`src/rtl/div_seq.sv`:
```
// Sequential restoring divider for DIV/DIVU in the EX stage. Takes one step per cycle
// and requests a pipeline stall while a division is in flight.
module div_seq #(
  parameter int DATA_W = 32
) (
  input  logic                  clk,
  input  logic                  rst,
  input  logic                  start_i,
  input  logic                  annul_i,
  input  logic                  signed_div_i,
  input  logic [DATA_W-1:0]     opdata1_i,
  input  logic [DATA_W-1:0]     opdata2_i,
  output logic [2*DATA_W-1:0]   result_o,
  output logic                  ready_o,
  output logic                  stallreq_o
);

  localparam int CNT_W = $clog2(DATA_W + 1);
  localparam logic [CNT_W-1:0] LAST = CNT_W'(DATA_W);

  typedef enum logic [1:0] {FREE, BYZERO, ON, END} state_t;

  state_t                 state;
  logic [CNT_W-1:0]       cnt;
  logic [2*DATA_W:0]      work;
  logic [DATA_W-1:0]      divisor;
  logic                   sign1;
  logic                   sign2;
  logic                   sdiv;
  logic [DATA_W:0]        diff;
  logic signed [DATA_W-1:0] op1_s;
  logic signed [DATA_W-1:0] op2_s;
  logic                   neg1;
  logic                   neg2;

  function automatic logic [DATA_W-1:0] neg_if(input logic en, input logic [DATA_W-1:0] v);
    return en ? ({DATA_W{1'b0}} - v) : v;
  endfunction

  assign op1_s = opdata1_i;
  assign op2_s = opdata2_i;
  assign neg1  = signed_div_i & (op1_s < 0);
  assign neg2  = signed_div_i & (op2_s < 0);

  // Partial remainder lives in work[2W-1:W]; a borrow out of diff means "divisor does not fit".
  assign diff = {1'b0, work[2*DATA_W-1:DATA_W]} - {1'b0, divisor};

  assign stallreq_o = start_i & ~ready_o;

  always_ff @(posedge clk) begin
    if (rst) begin
      state    <= FREE;
      cnt      <= '0;
      ready_o  <= 1'b0;
      result_o <= '0;
    end else begin
      case (state)
        FREE: begin
          ready_o  <= 1'b0;
          result_o <= '0;
          if (start_i && !annul_i) begin
            if (opdata2_i == '0) begin
              state <= BYZERO;
            end else begin
              state   <= ON;
              cnt     <= '0;
              sign1   <= opdata1_i[DATA_W-1];
              sign2   <= opdata2_i[DATA_W-1];
              sdiv    <= signed_div_i;
              // Dividend sits one bit up so its MSB meets the divisor on the first step.
              work    <= {{DATA_W{1'b0}}, neg_if(neg1, opdata1_i), 1'b0};
              divisor <= neg_if(neg2, opdata2_i);
            end
          end
        end
        BYZERO: begin
          state    <= END;
          ready_o  <= 1'b1;
          result_o <= '0;
        end
        ON: begin
          if (annul_i) begin
            state    <= FREE;
            ready_o  <= 1'b0;
            result_o <= '0;
          end else if (cnt != LAST) begin
            if (diff[DATA_W]) work <= {work[2*DATA_W-1:0], 1'b0};
            else              work <= {diff[DATA_W-1:0], work[DATA_W-1:0], 1'b1};
            cnt <= cnt + CNT_W'(1);
          end else begin
            result_o <= {neg_if(sdiv & sign1, work[2*DATA_W:DATA_W+1]),
                         neg_if(sdiv & (sign1 ^ sign2), work[DATA_W-1:0])};
            ready_o  <= 1'b1;
            state    <= END;
          end
        end
        END: begin
          if (!start_i) begin
            state    <= FREE;
            ready_o  <= 1'b0;
            result_o <= '0;
          end
        end
        default: state <= FREE;
      endcase
    end
  end

endmodule

```
`config.mk`:
```
export PLATFORM = sky130hd
export DESIGN_NAME = div_seq
export DESIGN_NICKNAME = d
export VERILOG_FILES = /design/src/rtl/div_seq.sv
export SDC_FILE = /design/constraint.sdc
export NUM_CORES = 1
export LEC_CHECK = 0
export CORE_ASPECT_RATIO = 1.1
export CORE_MARGIN = 5
export CORE_UTILIZATION = 41
export CTS_BUF_LIST = sky130_fd_sc_hd__clkbuf_8
export DETAILED_ROUTE_END_ITERATION = 10
export PLACE_DENSITY = 0.73
export SYNTH_ARGS = -nofsm -noshare
export SYNTH_HDL_FRONTEND = slang
export SYNTH_SLANG_ARGS = --single-unit
```
`constraint.sdc`:
```
create_clock -name clk -period 13.9 [get_ports clk]
set_input_delay 2.78 -clock clk [delete_from_list [all_inputs] [get_ports clk]]
set_output_delay 2.78 -clock clk [all_outputs]
set_load 0.005 [all_outputs]
```
==> results.md <==
- Synth async-reset ratio: 0%
- CTS tree: done
- Required @ worst endpoint: 11120 ps
- DRT antenna net count: 0
- Synth area leader: edfxtp_1
- Fin. Hold Viols: 0
- Largest stage delay, worst path: 520 ps
- WL final: 28850 um
- Crit. End Element: primary output
- Die Y: 183.4 um
- Vias in the first global route: 9086
- Ys Warns: 0
- Leakage Power: 0.004830 uW
- Cts hold-fix bufs: 0
- CP dominant cell by count: clkdlybuf4s50_1
- Power, Total: 1684 uW
- Crit path max fanout: 3
- CP Cell Sequence: clkdlybuf4s50_1 > inv_1 > nor2_1 > clkdlybuf4s50_1
- Top post-synthesis cells by area: edfxtp_1 27%, dfxtp_1 13%, xnor2_1 5.8%
- Layout cells sized above 1: 6.146%
- Post-synth top area share: 26.81%
- Post-DP HPWL: 22100 um
- Chip width: 167.6 um
- Inserted Diodes: 0
- Post-route setup TNS: 0 ps
- Yosys cell types: 79
- Worst-Skew Late Latency: 470 ps
- Fin crit period: 6768 ps
- GRT Total Usage: 18.43%
- Finished layout cell area: 0.01329 mm^2
- Starting Density: 41.55%
- Critical path class: in2out
- Wire per inst: 16.58 um
- Slew HR: 42.51%
- Final Cycle Share: 48.69%
- Most frequent cell after synthesis: nand2_1
- Final Slew Violations: 0
- Post-CTS Resized: 0
- Synth Instances: 1261
- Outcome: finished clean
- Max_cap viols: 0
- Drt drc: 0
- CTS max path bufs: 2
- DIE AREA: 0.03073 mm^2
- Ys flop type: edfxtp_1
- Post-synthesis sequential area ratio: 39.85%
- Vias per inst: 5.546
- Pin count of the biggest net entering global routing: 81
- Reg2reg setup slack: 10170 ps
- DP Cell Count: 1708
- CTS root buffer: clkbuf_8
- Placed instance area: 0.01289 mm^2
- Fin cells: 1740
- Drt first pass iters: 5
- # clock sinks: 173
- Critical path arrival: 3990 ps
- Routability cong.: 0.9191
- Initial antenna violation count: 0
- GRT overflow: 0
- Area grow syn2layout: 18.68%
- PD cells: 126.7 mW/mm^2
- Syn_area_per_cell: 8.883 um^2
- Max rail drop VDD: 64.55 uV
- Yosys reg bits: 173
- RSZ-0062 raised after global routing: no
- DR iter-0 viols: 747
- Net Count, Synth: 1374
- Buffers added on ports: 134
- CP max-delay cell: clkdlybuf4s50_1
- # IOs: 135
- Nature of the critical path startpoint: primary input
- Worst Clk Skew: 17.02 ps
- Least-Margin Pin Slew: 854.5 ps
- # rows: 63
- # Post-CTS Setup Buffers: 0
- Post-synth EDFFs: 100
- Fmax: 0.1477 GHz
- Most instantiated cells after synthesis: 112 x nand2_1, 110 x nor2_1, 100 x edfxtp_1, 94 x a21oi_1, 76 x o21ai_0
- Fillers: 2582
- Total number of vias: 9650
- First-pass GRT wire length: 46630 um
- Reg clk slew, reported paths: 110 ps
- CTS Buf Count: 17
- Nets: 1483
- Core footprint: 0.02696 mm^2
- CTS H-tree lvls: 4
- Final setup viols: 0
- Synth Cell Area: 0.01120 mm^2
- Hold WC Path Type: reg2reg
report_power, final:
group | internal (uW) | switching [uW]
logic | 248 | 369
clock network | 152 | 214
registers | 637 | 64.1
cell type report:
type	count	area [um^2]	share of cell area [%]
Multi-Input combinational cell	955	6264	47.12
Clock inverter	15	166.4	1.252
Inverter	76	285.3	2.146
Clock buffer	17	234.0	1.760
Sequential cell	173	4464	33.58
Timing Repair Buffer	147	1434	10.79
Tap cell	357	446.7	3.360
metal layers:
| layer | global-route usage (%) | up-vias | share of wire [%] |
|---|---|---|---|
| li1 | - | 4849 | - |
| met3 | 2.673 | 17 | 5.4 |
| met4 | 4.318 | 0 | 0.89 |
| met5 | 0 | - | 0 |
| met2 | 30.70 | 270 | 47 |
| met1 | 25.54 | 4514 | 47 |
through the flow:
step | hold WS [ps] | worst slack, ps | utilization [%]
4_1_cts | 464.0 | 7121 | 49.31
5_1_grt | 507.6 | 7058 | 49.31
3_5_place_dp | 449.6 | 7119 | 47.83
2_1_floorplan | 448.3 | 6472 | -
6_report | 460.0 | 7132 | 49.31
3_3_place_gp | 441.7 | 7105 | 47.83
worst max-delay path: cells and delay by family:
family                 cells  cell delay (ps)
and+or+nand+nor            1               90
buffers and inverters      3             1120
logic make-up (layout without fill, tap and decap cells):
group	Yosys count	in the layout	share of synthesized area, %
AOI/OAI and AO/OA	371	371	21.88
xor gates and xnor gates	131	131	10.24
adders and majority gates	44	44	4.982
buffers and inverters	133	255	4.546
DFF	173	173	39.85
muxes	4	4	0.3574
and+or+nand+nor	405	405	18.14
worst paths after layout:
kind	startpoint	to	cells past startpoint
setup / recovery	start_i	stallreq_o	4
hold reg to reg	result_o[0]	result_o[0]	2
hold / removal	result_o[0]	result_o[0]	2
setup reg to reg	work[33]	work[54]	10
layout by cell type, fill, tap and decap left out, types with 12 or more instances in the layout:
master	netlist	routed
xor2_1	57	57
or3_1	17	17
and3_1	12	12
a21o_1	12	12
o21a_1	15	15
clkdlybuf4s50_1	0	133
ha_1	43	42
dfxtp_1	73	73
o21ai_0	76	76
nand2_1	112	112
edfxtp_1	100	100
buf_4	0	13
nand3_1	18	18
nor2_1	110	108
inv_1	74	74
a21oi_1	94	94
nor3_1	32	31
clkbuf_8	0	17
xnor2_1	74	74
nand4_1	24	24
nand2b_1	12	12
a22o_1	20	20
o31ai_1	28	28
a22oi_1	37	37
nor4_1	18	17
registers in the layout, summed over array words and instances (netlist names):
register	cells
sdiv	1
cnt	6
work	65
sign2	1
sign1	1
result_o	64
state	2
ready_o	1
divisor	32
(Power assumes the default switching activity.)
